--- src/rtl/tw_table_writer.sv ---
// Twiddle-table writer: streams seed*w^k mod q for k = 0..2^STAGE-1 over a
// we/waddr/wdata port with wready back-pressure, using a bit-serial modular multiplier.
module tw_table_writer #(
  parameter int unsigned LOGQ  = 12,
  parameter int unsigned LOGN  = 12,
  parameter int unsigned STAGE = 3
) (
  input  logic            clk_i,
  input  logic            rst_i,
  input  logic            start_i,
  input  logic            intt_i,
  input  logic [LOGQ-1:0] q_i,
  input  logic [LOGQ-1:0] w_i,
  input  logic [LOGQ-1:0] seed_i,
  input  logic            wready_i,
  output logic            we_o,
  output logic [LOGN-1:0] waddr_o,
  output logic [LOGQ-1:0] wdata_o,
  output logic            busy_o,
  output logic            done_o
);

  localparam int unsigned DEPTH = 2 ** STAGE;
  localparam int unsigned KW    = STAGE;
  localparam int unsigned AW    = LOGQ + 2;
  localparam int unsigned IW    = (LOGQ > 1) ? $clog2(LOGQ) : 1;

  localparam logic [1:0] S_IDLE  = 2'd0;
  localparam logic [1:0] S_WRITE = 2'd1;
  localparam logic [1:0] S_MUL   = 2'd2;
  localparam logic [1:0] S_DONE  = 2'd3;

  logic [1:0]      state_q, state_d;
  logic [LOGQ-1:0] q_q, q_d, w_q, w_d, seed_q, seed_d;
  logic            intt_q, intt_d;
  logic [KW-1:0]   k_q, k_d;
  logic [LOGQ-1:0] cur_q, cur_d, acc_q, acc_d;
  logic [IW-1:0]   i_q, i_d;
  logic            we_q, we_d, busy_q, busy_d, done_q, done_d;
  logic [LOGN-1:0] waddr_q, waddr_d;
  logic [LOGQ-1:0] wdata_q, wdata_d;

  logic [AW-1:0]   mul_t, mul_s1, mul_s2;
  logic [LOGQ-1:0] mul_acc;

  // Inverse tables negate every entry except those equal to the seed.
  function automatic logic [LOGQ-1:0] table_val(input logic [LOGQ-1:0] cur,
                                                input logic [LOGQ-1:0] seed,
                                                input logic [LOGQ-1:0] q,
                                                input logic            neg);
    if (neg && (cur != seed)) return q - cur;
    return cur;
  endfunction

  // One step of the MSB-first interleaved multiply; t < 3q so two subtractions suffice.
  assign mul_t   = (AW'(acc_q) << 1) + (w_q[i_q] ? AW'(cur_q) : '0);
  assign mul_s1  = (mul_t >= AW'(q_q)) ? (mul_t - AW'(q_q)) : mul_t;
  assign mul_s2  = (mul_s1 >= AW'(q_q)) ? (mul_s1 - AW'(q_q)) : mul_s1;
  assign mul_acc = LOGQ'(mul_s2);

  always_comb begin
    state_d = state_q;
    q_d     = q_q;
    w_d     = w_q;
    seed_d  = seed_q;
    intt_d  = intt_q;
    k_d     = k_q;
    cur_d   = cur_q;
    acc_d   = acc_q;
    i_d     = i_q;
    we_d    = we_q;
    waddr_d = waddr_q;
    wdata_d = wdata_q;
    busy_d  = busy_q;
    done_d  = 1'b0;

    case (state_q)
      S_IDLE: begin
        we_d   = 1'b0;
        busy_d = 1'b0;
        if (start_i) begin
          q_d     = q_i;
          w_d     = w_i;
          seed_d  = seed_i;
          intt_d  = intt_i;
          k_d     = '0;
          cur_d   = seed_i;
          we_d    = 1'b1;
          waddr_d = '0;
          wdata_d = seed_i;
          busy_d  = 1'b1;
          state_d = S_WRITE;
        end
      end
      S_WRITE: begin
        if (wready_i) begin
          we_d = 1'b0;
          if (k_q == KW'(DEPTH - 1)) begin
            done_d  = 1'b1;
            state_d = S_DONE;
          end else begin
            k_d     = k_q + KW'(1);
            acc_d   = '0;
            i_d     = IW'(LOGQ - 1);
            state_d = S_MUL;
          end
        end
      end
      S_MUL: begin
        acc_d = mul_acc;
        i_d   = i_q - IW'(1);
        if (i_q == '0) begin
          cur_d   = mul_acc;
          we_d    = 1'b1;
          waddr_d = LOGN'(k_q);
          wdata_d = table_val(mul_acc, seed_q, q_q, intt_q);
          state_d = S_WRITE;
        end
      end
      default: begin
        busy_d  = 1'b0;
        state_d = S_IDLE;
      end
    endcase
  end

  always_ff @(posedge clk_i) begin
    if (rst_i) begin
      state_q <= S_IDLE;
      q_q     <= '0;
      w_q     <= '0;
      seed_q  <= '0;
      intt_q  <= 1'b0;
      k_q     <= '0;
      cur_q   <= '0;
      acc_q   <= '0;
      i_q     <= '0;
      we_q    <= 1'b0;
      waddr_q <= '0;
      wdata_q <= '0;
      busy_q  <= 1'b0;
      done_q  <= 1'b0;
    end else begin
      state_q <= state_d;
      q_q     <= q_d;
      w_q     <= w_d;
      seed_q  <= seed_d;
      intt_q  <= intt_d;
      k_q     <= k_d;
      cur_q   <= cur_d;
      acc_q   <= acc_d;
      i_q     <= i_d;
      we_q    <= we_d;
      waddr_q <= waddr_d;
      wdata_q <= wdata_d;
      busy_q  <= busy_d;
      done_q  <= done_d;
    end
  end

  assign we_o    = we_q;
  assign waddr_o = waddr_q;
  assign wdata_o = wdata_q;
  assign busy_o  = busy_q;
  assign done_o  = done_q;

endmodule

--- config.mk ---
export PLATFORM = sky130hd
export DESIGN_NAME = tw_table_writer
export DESIGN_NICKNAME = d
export VERILOG_FILES = /design/src/rtl/tw_table_writer.sv
export SDC_FILE = /design/constraint.sdc
export NUM_CORES = 1
export LEC_CHECK = 0
export CORE_MARGIN = 2
export CORE_UTILIZATION = 58
export CTS_CLUSTER_DIAMETER = 200
export DETAILED_ROUTE_END_ITERATION = 12
export PLACE_DENSITY = 0.86
export SLEW_MARGIN = 10
export SYNTH_ARGS = -nofsm -noshare
export SYNTH_HDL_FRONTEND = slang
export SYNTH_SLANG_ARGS = --single-unit
--- constraint.sdc ---
create_clock -name clk_i -period 9.5 [get_ports clk_i]
set_input_delay 1.9 -clock clk_i [delete_from_list [all_inputs] [get_ports clk_i]]
set_output_delay 1.9 -clock clk_i [all_outputs]
set_load 0.005 [all_outputs]
* Word level (Yosys, flattened, before mapping) *
Cells that the tools add are included.
Widths: inputs -> output; s select.

cells by class
  add/sub/neg operators = 6
  order comparisons = 3
  eq/ne operators = 8
  multiplexer cells = 39
  bitwise operators = 2
  reductions and logical operators = 15

operators by type and width
  cell                 number
  $mux 12              11
  $pmux 12 s2          4
  $ge 14x12->1         2
  $sub 12x12->12       2
  $add 13x12->14       1
  $mux 14              1
  $sub 14x12->14       1
  $ne 12x12->1         1
  $reduce_and 3->1     4
  $mux 1               9
  $mux 3               3
  $mux 4               2
  $ne 2x2->1 const B   4
  $pmux 4 s2           1
  $mux 2               3
  $pmux 2 s3           1
  $pmux 3 s2           1
  $reduce_bool 2->1    3
  $lt 4x5->1 const B   1
  $bmux 1 s4           1
  $logic_not 4->1      1
  $reduce_and 4->1     1
  $sub 4x1->4 const B  1
  $add 3x1->3 const B  1
  12 further kinds     13

storage, ports and cells
  bits in registers = 97
  input bits = 41
  logic and storage cells = 87

* Logic depth before layout (Yosys ltp) *
Gate-level depths: netlist (run 1).

  word-level depth = 16
  depth in mapped cells = 45

* Least setup slack after synthesis (run 1) *
Ideal clock, no wire load.

  path kind = reg-to-reg
  start = reg i_q[0]
  end = reg wdata_q[10] (netlist: wdata_o[10])
  setup time = 0.091 ns
  data arrival time = 8.445 ns
  setup slack = 0.964 ns
  cell stages (with the launch flop) = 45
  buffers on the path = 4
  clock period less this slack = 8.536 ns
  cell sequence = dfxtp_1 clkbuf_1 mux4_2 mux2i_1 o21ai_0 clkbuf_1 and2_1 ha_1 fa_1 a211oi_1 nor3b_1 or2_2 a21o_1 a21oi_1 xnor2_1 ha_1 nand4_1 inv_1 [... 9 more ...] nor2b_1 o21ai_0 a21o_1 a31oi_1 o22ai_1 and4b_1 o21ai_0 a21boi_2 xnor2_1 ha_1 a221oi_1 o31ai_1 o221ai_1 a31oi_1 a21oi_1 o31ai_2 xnor2_1 a311oi_1

between the ends
  word-level cells in the longest chain between the ends = 16
  elaborated cells on any way between the ends = 23
  those cells by class = add/sub (4); order compare (2); eq/ne (2); mux (12); reduce/logical (3)

ends and longest elaborated chain
  what                                                                     line  RTL
  start, declared                                                          38    logic [IW-1:0] i_q, i_d;
  start signal, assigned                                                   152   i_q <= i_d;
  parallel branches: the longest is 16 deep, another holds $add 13x12->14  -
  end signal, assigned                                                     155   wdata_q <= wdata_d;
  end, declared                                                            41    logic [LOGQ-1:0] wdata_q, wdata_d;

Several ways; the timed one is not identified. The select of a mux whose other input is x is not followed.
A chain may end at the register's enable or synchronous reset.

* Final worst setup path (run 1) *
Ends and elaborated chain as after synthesis.

==> results.cfg, run 1 <==
[grt]
grt.overflow.total = 0
grt_usage = 0.313
antenna_found_initial = 0
grt_max_degree = 90
grt_pass1_wl_mm = 31.0
grt_pass1_vias = 6206

[synth]
synth_ff_type = dfxtp_1
syn_avg_cell_area_um2 = 7.66
ys_types = 82
synth_warnings = 0
ys_seq_area_frac = 0.265
synthArstFlopShare = 0
netlist_instances = 867
synth_edf_count = 0
synth_seq_cells = 88
synth_area_um2 = 6640

[min_path]
min_path_type = flop to flop
holdPathStages = 2

[floorplanning]
coreArea_um2 = 11300
start_util = 0.589
rows = 39
die_y_um = 111
dieArea_um2 = 12300
num_io_pins = 68
die_w_um = 111

[sta]
slew_viol_final = 0
setup_ws_ps = 518
period_share = 0.945
worst_pin_slew_ps = 961
fin_worst_skew_ps = 6.21
relSlewSlack = 0.354
fmax_mhz = 111
finalSetupViolations = 0
hold_violations = 0
finalCriticalPeriod_ps = 8980

[setup_path]
worstPathMaxFanout = 12
slowest_stage = mux4_2
reg2reg_depth = 41
cpPeakStageDelay_ps = 540
endpoint_kind = flop
cp_data_required_time_ps = 9750
start_kind = flop
worst-setup-path-type = flop to flop
arrival_ps = 9230

[routing]
routedWlPerCell_um = 18.2
first_pass_iters = 5
routed_wl_mm = 19.6
drc = 0
drt_iter0_markers = 711
avgViaCountPerCell = 6.24
vias = 6717
ant_nets = 0

[clock_network]
cts_max_path_buffers = 2
worstSkewPairLatency_ps = 340
htree_levels = 3
cts-root-buf = clkbuf_16
cts_tree = yes
cts_buffers = 9
clk_pin_slew_worst_paths_ps = 70
cts_sinks = 88

[final_layout]
fill_cells = 864
syn2layout_area_growth_pct = 17.2
drive_gt1_frac = 0.0975
num_antenna_cells = 0
finalCoreUtilization = 0.690
multi_input_area_um2 = 4550
regArea_um2 = 1760
nNetsFinal = 1020

[place]
dp_slack_ps = 203
io_buffers = 58
hpwl_mm = 14.3
place.gp.congestion = 0.965

[run]
max_cap_viol_count = 0

[run_status]
status = completed
-- flip-flops by register name (all words and copies together), names as in the netlist, 3 cells and up --
signal / cells
waddr_o: 3
w_q: 12
acc_q: 12
cur_q: 12
wdata_o: 12
seed_q: 12
q_q: 12
k_q: 3
i_q: 4
-- layout by cell type (no fill, tap or decap), drive strengths merged, types with 7 or more instances in the layout --
master	synthesis	final
a211oi	23	23
a21o	10	10
a21oi	115	115
a22oi	8	8
a311oi	7	7
and2	14	14
and3	8	8
buf	17	34
clkbuf	32	10
clkdlybuf4s50	0	57
conb	1	9
dfxtp	88	88
ha	48	48
inv	41	44
mux2i	17	17
nand2	113	113
nand3	20	20
nor2	94	94
nor2b	7	7
nor3	15	15
nor3b	8	8
o21ai	36	36
o31ai	7	7
xnor2	36	36
xor2	9	9
-- layer usage --
| metal | global-route usage | part of all wire | vias up | routed length [um] |
|---|---|---|---|---|
| met3 | 0.0492 | 0.084 | 65 | 1650 |
| met1 | 0.425 | 0.42 | 3119 | 8320 |
| li1 | - | - | 3173 | - |
| met4 | 0.140 | 0.040 | 0 | 778 |
| met5 | 0 | 0 | - | 0 |
| met2 | 0.492 | 0.45 | 360 | 8830 |
-- stage by stage --
stage	instance area (um^2)	hold slack (ps)	cells	TNS (ps)
global placement	7390	440	1054	0
finish	7780	452	1076	0
floorplan	6670	433	875	0
CTS	7700	455	1070	0
global route	7780	471	1076	-32.3
detailed placement	7390	447	1054	0
-- worst paths after layout --
path | endpoint | startpoint | slack [ps]
hold / removal | waddr_o[1]$_SDFFE_PP0P_ | waddr_o[1]$_SDFFE_PP0P_ | 450
setup / recovery | wdata_o[10]$_SDFFE_PP0P_ | i_q[0]$_SDFFE_PP0P_ | 520
hold reg to reg | waddr_o[1]$_SDFFE_PP0P_ | waddr_o[1]$_SDFFE_PP0P_ | 450
setup reg to reg | wdata_o[10]$_SDFFE_PP0P_ | i_q[0]$_SDFFE_PP0P_ | 520
-- cells in the mapped netlist, types with 6 or more instances --
cell,n,area [um^2]
ha_1,48,601
o21a_1,6,45.0
a21o_1,10,75.1
a22oi_1,8,60.1
a21oi_1,115,576
nand2_1,112,420
and2_1,14,87.6
xnor2_1,36,315
nand3_1,19,95.1
nor3_1,15,75.1
o21ai_0,25,125
clkbuf_1,32,120
a311oi_1,7,61.3
nor2b_1,7,43.8
o21ai_1,6,30.0
buf_4,9,67.6
mux2i_1,15,150
inv_1,40,150
and3_1,7,43.8
xor2_1,9,78.8
a211oi_1,23,173
dfxtp_1,88,1760
nor3b_1,8,60.1
nor2_1,93,349
nand2b_1,6,37.5
-- area by class of cell --
class                      instances  share of cell area
multi-input combinational        696               0.585
timing repair buffer              91               0.106
tap                              143              0.0230
clock inverter                     6             0.00965
inverter                          42              0.0203
clock buffer                      10              0.0294
sequential                        88               0.227
-- critical path: cells and delay by family (launching register included) --
kind | cells | cell delay (ps)
compound gates | 19 | 3580
xor+xnor | 3 | 420
fa+ha+maj | 6 | 1810
buf+inv | 2 | 230
flops | 1 | 420
mux | 2 | 720
simple gates | 9 | 1710
-- logic make-up (layout without fill, tap and decap cells) --
| group | count (synthesis) | after routing | share of synthesized area |
|---|---|---|---|
| simple gates | 308 | 308 | 0.218 |
| compound gates | 258 | 258 | 0.252 |
| buf+inv | 91 | 149 | 0.0595 |
| flops | 88 | 88 | 0.265 |
| fa+ha+maj | 51 | 51 | 0.0995 |
| xor+xnor | 45 | 45 | 0.0594 |
| mux | 25 | 25 | 0.0454 |
| other cells | 1 | 9 | 0.000565 |
-- timing repair --
action | CTS | global route
setup endpoints to repair | 0 | 12
gates resized for setup | 0 | 7
hold buffers | 0 | 0
buffers inserted | 0 | 6
Power of run 1 is not shown: default switching activity piles up to over one toggle a cycle in this logic, so the estimate is an artifact.
==> run 2: changes to the inputs <==
--- a/config.mk
+++ b/config.mk
@@ -6,10 +6,11 @@
 export NUM_CORES = 1
 export LEC_CHECK = 0
 export CORE_MARGIN = 2
-export CORE_UTILIZATION = 58
+export CORE_UTILIZATION = 60
+export CTS_BUF_LIST = sky130_fd_sc_hd__clkbuf_4
 export CTS_CLUSTER_DIAMETER = 200
 export DETAILED_ROUTE_END_ITERATION = 12
-export PLACE_DENSITY = 0.86
+export PLACE_DENSITY = 0.89
 export SLEW_MARGIN = 10
 export SYNTH_ARGS = -nofsm -noshare
 export SYNTH_HDL_FRONTEND = slang
==> results.cfg, run 2 (same netlist as run 1, synthesis figures left out) <==
[routing]
drc = 0
ant_nets = 0
avgViaCountPerCell = 6.30
vias = 6682
routedWlPerCell_um = 17.7
routed_wl_mm = 18.8
drt_iter0_markers = 664
first_pass_iters = 6

[setup_path]
crit_path_frequent_cell = ha_1
cpPeakStageDelay_ps = 510
slowest_stage = mux4_2
reg2reg_depth = 39
worstPathMaxFanout = 7
cp_data_required_time_ps = 9870
start_kind = flop
worst-setup-path-type = flop to flop
endpoint_kind = flop
cp-startpoint = i_q[0]$_SDFFE_PP0P_
arrival_ps = 9260
rr_startpoint = i_q[0]$_SDFFE_PP0P_

[run_status]
status = completed

[final_layout]
mostFrequentLayoutCells = a21oi_1, nand2_1, nor2_1, dfxtp_1, clkdlybuf4s50_1
nNetsFinal = 1008
num_antenna_cells = 0
drive_gt1_frac = 0.0837
syn2layout_area_growth_pct = 12.6
mostFrequentLayoutCell = a21oi_1
fill_cells = 884

[sta]
period_share = 0.936
rsz0062_at_grt = no
worst_pin_slew_ps = 1110
finalCriticalPeriod_ps = 8890
slew_viol_final = 0
fmax_mhz = 112
hold_violations = 0
setup_tns_ps = 0
relSlewSlack = 0.260
finalSetupViolations = 0
fin_worst_skew_ps = 13.3

[floorplanning]
dieArea_um2 = 11900
coreArea_um2 = 10800
num_io_pins = 68
rows = 38
die_w_um = 109
die_y_um = 109
start_util = 0.613

[grt]
grt_usage = 0.324
grt_pass1_vias = 6202
grt_pass1_wl_mm = 30.2
antenna_found_initial = 0
grt_max_degree = 90
grt.overflow.total = 0

[clock_network]
clk_pin_slew_worst_paths_ps = 140
cts_max_path_buffers = 2
worstSkewPairLatency_ps = 450
cts_setup_buffers = 0
cts_buffers = 9
cts_tree = yes
cts-root-buf = clkbuf_4
cts_sinks = 88
htree_levels = 3

[place]
place.gp.congestion = 0.993
hpwl_mm = 14.6
io_buffers = 58

[min_path]
holdPathStages = 2
min_path_type = flop to flop
holdCritStartpoint = waddr_o[1]$_SDFFE_PP0P_

[run]
max_cap_viol_count = 0
## run 2: cell count changes in the layout (fill, tap and decap cells not counted), sizes merged
cell / change
buf: -12
bufinv: -1
clkbuf: -1
clkinv: +2
inv: -1
## run 2: final timing paths
check                                  end  slack [ps]
setup / recovery  wdata_o[10]$_SDFFE_PP0P_         610
hold / removal     waddr_o[1]$_SDFFE_PP0P_         460
setup reg to reg  wdata_o[10]$_SDFFE_PP0P_         610
hold reg to reg    waddr_o[1]$_SDFFE_PP0P_         460
## run 2: what timing repair did
item | in CTS | in global routing
hold buffers | 0 | 0
endpoints found under the setup margin | 0 | 12
gates resized for setup | 0 | 6
## run 2: metal layers
metal,global-route usage,routed length [um],vias to the layer above
li1,-,-,3148
met1,0.425,7640,3079
met2,0.519,8600,389
met3,0.0592,1800,66
met4,0.143,736,0
met5,0,0,-
## run 2: stage by stage
step                cells  setup slack, ps  hold WS [ps]  utilization  cell area (um^2)
finish               1060              609           461        0.690              7480
global route         1060             1.83           478        0.690              7480
CTS                  1060              247           464        0.688              7460
detailed placement   1045              329           446        0.678              7350
global placement     1045              584           440        0.678              7350
floorplan             875              964           433            -              6670
## run 2: worst max-delay path, delay by kind of cell (launching register included)
| family | cells | cell delay [ps] |
|---|---|---|
| adder cells (fa/ha/maj) | 5 | 1550 |
| buffers and inverters | 2 | 170 |
| XOR/XNOR | 3 | 440 |
| AND/OR/NAND/NOR | 8 | 1650 |
| AO/OA/AOI/OAI | 18 | 3570 |
| flip-flops | 1 | 450 |
| multiplexers | 3 | 990 |
## run 2: area by class of cell
cell class | instances | area (um^2) | area share
Clock buffer | 9 | 67.6 | 0.00904
Clock inverter | 6 | 45.0 | 0.00603
Inverter | 42 | 158 | 0.0211
Multi-Input combinational cell | 696 | 4530 | 0.607
Sequential cell | 88 | 1760 | 0.236
Tap cell | 140 | 175 | 0.0234
Timing Repair Buffer | 79 | 733 | 0.0981
Power of run 2 is left out for the same reason.
==> run 3: changes to the inputs <==
--- a/config.mk
+++ b/config.mk
@@ -11,7 +11,7 @@
 export CTS_CLUSTER_DIAMETER = 200
 export DETAILED_ROUTE_END_ITERATION = 12
 export PLACE_DENSITY = 0.89
-export SLEW_MARGIN = 10
+export SLEW_MARGIN = 20
 export SYNTH_ARGS = -nofsm -noshare
 export SYNTH_HDL_FRONTEND = slang
 export SYNTH_SLANG_ARGS = --single-unit
==> results of run 3 <==
The final DEF is identical to that of run 2; final timing and power are the same.
Power of run 3 is left out for the same reason.
==> RTL edit 1, RTL diff (flow settings as in run 3) <==
`LOGQ`: 12 -> 13.
--- a/src/rtl/tw_table_writer.sv
+++ b/src/rtl/tw_table_writer.sv
@@ -1,7 +1,7 @@
 // Twiddle-table writer: streams seed*w^k mod q for k = 0..2^STAGE-1 over a
 // we/waddr/wdata port with wready back-pressure, using a bit-serial modular multiplier.
 module tw_table_writer #(
-  parameter int unsigned LOGQ  = 12,
+  parameter int unsigned LOGQ  = 13,
   parameter int unsigned LOGN  = 12,
   parameter int unsigned STAGE = 3
 ) (
Interface: changed (resized q_i, seed_i, w_i and wdata_o); port bits go from 68 to 72. The function was not compared with the original's and may differ.
==> RTL edit 1 against run 3 <==
  * The run now ends with design-rule violations left
  * Synthesized area rose by 7.7%
  * Design area rose by 10%
  * Sequential cell count rose by 6
  * Wire length rose by 14%
  * Setup slack got worse by 0.17 ns
  * Critical endpoint is now wdata_o[6]
Power is left out: the tool's default activity adds up to more than one toggle a clock period on the data nets, which glitch-free logic cannot reach.
==> RTL edit 1: results (changes against run 3) <==
run_status:
  outcome: "finished, violations left"  # was finished clean
  violations: "design-rule violations"
cts:
  cts_resized: 1  # was 0
finish:
  nFillCells: 947  # was 884
  drive_gt1_share_pct: 8.92  # was 8.37%
synth:
  muxShareOfSynthArea_pct: 3.74  # was 4.54%
  yosysUniqueCellTypes: 66  # was 82
  synth_xor_area_share_pct: 6.61  # was 5.94%
  yosys-top-cells-count: "nand2_1 (137), a21oi_1 (125), dfxtp_1 (94), nor2_1 (89), ha_1 (51)"  # was a21oi_1 (115), nand2_1 (112), nor2_1 (93), dfxtp_1 (88), ha_1 (48)
  yosys-top-cells-area: "dfxtp_1 (26%), ha_1 (8.9%), a21oi_1 (8.7%), nand2_1 (7.2%), nor2_1 (4.7%)"  # was dfxtp_1 (27%), ha_1 (9.0%), a21oi_1 (8.7%), nand2_1 (6.3%), nor2_1 (5.3%)
  synthAdderAreaFrac_pct: 10.3  # was 9.95%
timing:
  hold_ws_ns: 0.460  # was 0.461 ns
  tightest_slew_ns: 0.891  # was 1.11 ns
  period_needed_ns: 9.06  # was 8.89 ns
drt:
  vias: 7286  # was 6,682
  drc: 1  # was 0
  dr.pass1.iters: 10  # was 6
  drtIter0Drc: 819  # was 664
  wl_um: 21400  # was 18,800 um
  met1_length_um: 9150  # was 7640 um
global_route:
  use_met1_pct: 44.7  # was 42.5%
  grt_usage_pct: 33.6  # was 32.4%
  grt_util_met3_pct: 4.77  # was 5.92%
  grt_pass1_vias: 6805  # was 6,202
  grt_pass1_wl_um: 34500  # was 30,200 um
placed_design:
  placed_cells: 1149  # was 1,045
  gp_congestion: 0.985  # was 0.993
worst_hold_path:
  min_from: "cur_q[3]"  # was waddr_o[1]
critical_path:
  critPathMaxFanout: 14  # was 7
## RTL edit 1: cell count changes after synthesis, moves of 10 or more
cell,before,now
a21o_1,10,20
a21oi_1,115,125
nand2_1,112,137
nand3_1,19,30
nor3_1,15,27
o21ai_0,25,36
## RTL edit 1: final cells by class
class                      instances  area (um2)  area share, %
sequential                        94        1890           22.9
inverter                          40         150           1.83
timing repair buffer             100         905           11.0
clock buffer                      12        90.1           1.10
tap                              143         179           2.18
multi-input combinational        781        4990           60.7
clock inverter                     4        23.8          0.289
## RTL edit 1: worst max-delay path: cells and delay by family (launching register included)
kind                       cells  cell delay (ns)
and+or+nand+nor                5             1.19
buffers and inverters          5             0.79
xor gates and xnor gates       3             0.40
muxes                          3             1.02
adders and majority gates      6             1.87
DFF                            1             0.39
AOI/OAI and AO/OA             18             3.30
## RTL edit 1: worst paths after layout
check / cells past startpoint / endpoint
setup / recovery: 40 / wdata_o[6]
hold / removal: 2 / cur_q[3]
setup reg to reg: 40 / wdata_o[6]
hold reg to reg: 2 / cur_q[3]
==> RTL edit 2, RTL diff (flow settings as in run 3) <==
Made on the original files. Reset style: asynchronous (`rst_i`), changed in one clocked block.
--- a/src/rtl/tw_table_writer.sv
+++ b/src/rtl/tw_table_writer.sv
@@ -124,7 +124,7 @@
     endcase
   end
 
-  always_ff @(posedge clk_i) begin
+  always_ff @(posedge clk_i or posedge rst_i) begin
     if (rst_i) begin
       state_q <= S_IDLE;
       q_q     <= '0;
Function: differs if rst_i is asserted again (counterexample within 4 cycles, from zero or initial values and one cycle with rst_i high); with rst_i held inactive, the same outputs for 10 cycles.
==> RTL edit 2 against run 3 <==
  * Wire length grew 8.3%
  * Synthesized area grew 4.1%
  * Hold slack gained 0.048 ns
  * Sequential share of layout area grew 4.0 points
  * Critical path depth shrank 1
  * Synthesized cell count shrank 12%
  * Global-route usage grew 0.54 points
  * Setup slack lost 0.28 ns
  * Design area grew 7.0%
  * Sequential cell count is the same
Power is not shown: default switching activity piles up to over one toggle a cycle in this logic, so the estimate is an artifact.
==> RTL edit 2: results (changes against run 3) <==
synth:
  yosysUniqueCellTypes: 73  # was 82
  syn_avg_cell_area_um2: 9.07  # was 7.66 um2
  yosys.area.top_type: "dfrtp_1"  # was dfxtp_1
  yosysSeqAreaShare_pct: 31.9  # was 26.5%
  async_flop_share_pct: 100  # was 0%
  yosys-top-cells-count: "dfrtp_1 (88), nand2_1 (74), o21ai_0 (51), a21oi_1 (50), mux2_2 (49)"  # was a21oi_1 (115), nand2_1 (112), nor2_1 (93), dfxtp_1 (88), ha_1 (48)
run_status:
  outcome: "finished clean"  # unchanged
global_route:
  grt_usage_pct: 32.9  # was 32.4%
  grt_util_met3_pct: 5.33  # was 5.92%
  use_met1_pct: 44.0  # was 42.5%
placed_design:
  post-dp-hpwl_um: 15400  # was 14,600 um
  post_dp_cell_area_um2: 7730  # was 7350 um2
drt:
  met1_length_um: 8160  # was 7640 um
  drtIter0Drc: 729  # was 664
  met2WireLength_um: 9670  # was 8600 um
  wl_met3_um: 1540  # was 1800 um
  wl_um: 20300  # was 18,800 um
finish:
  seq_area_share_pct: 27.5  # was 23.6%
  nFillCells: 810  # was 884
  nClkBuffers: 10  # was 9
  fin_nets: 928  # was 1,008
  clk_share_pct: 1.88  # was 1.51%
critical_path:
  crit_arrival_ns: 9.58  # was 9.26 ns
  critPathMaxFanout: 12  # was 7
worst_hold_path:
  min_from: "cur_q[1]"  # was waddr_o[1]
  whs_endpoint: "cur_q[1]"  # was waddr_o[1]
timing:
  layout_setup_ws_ns: 0.331  # was 0.609 ns
floorplan:
  die_x_um: 111  # was 109 um
-- RTL edit 2: cell count changes after synthesis, sizes merged, moves of 7 or more --
cell           run 3  this run
mux2               5        50
clkbuf            32        19
dfrtp              0        88
nor2              94        41
xnor2             36        26
nor3b              8         0
dfxtp             88         0
o21ai             36        56
a211oi            23         9
xor2               9        16
nand2            113        74
a21oi            115        50
-- RTL edit 2: critical path, delay by kind of cell (launching register included) --
kind	cells	cell delay (ns)
AND/OR/NAND/NOR	7	1.27
XOR/XNOR	2	0.32
AO/OA/AOI/OAI	18	3.72
flip-flops	1	0.47
multiplexers	3	0.98
buffers and inverters	1	0.18
adder cells (fa/ha/maj)	7	2.17
-- RTL edit 2: cells by family after synthesis --
family	after synthesis	synth area share (%)
compound gates	208	20.2
other cells	1	0.0542
buf+inv	75	4.72
simple gates	219	15.4
fa+ha+maj	53	9.83
xor+xnor	42	5.32
mux	76	12.7
flops	88	31.9
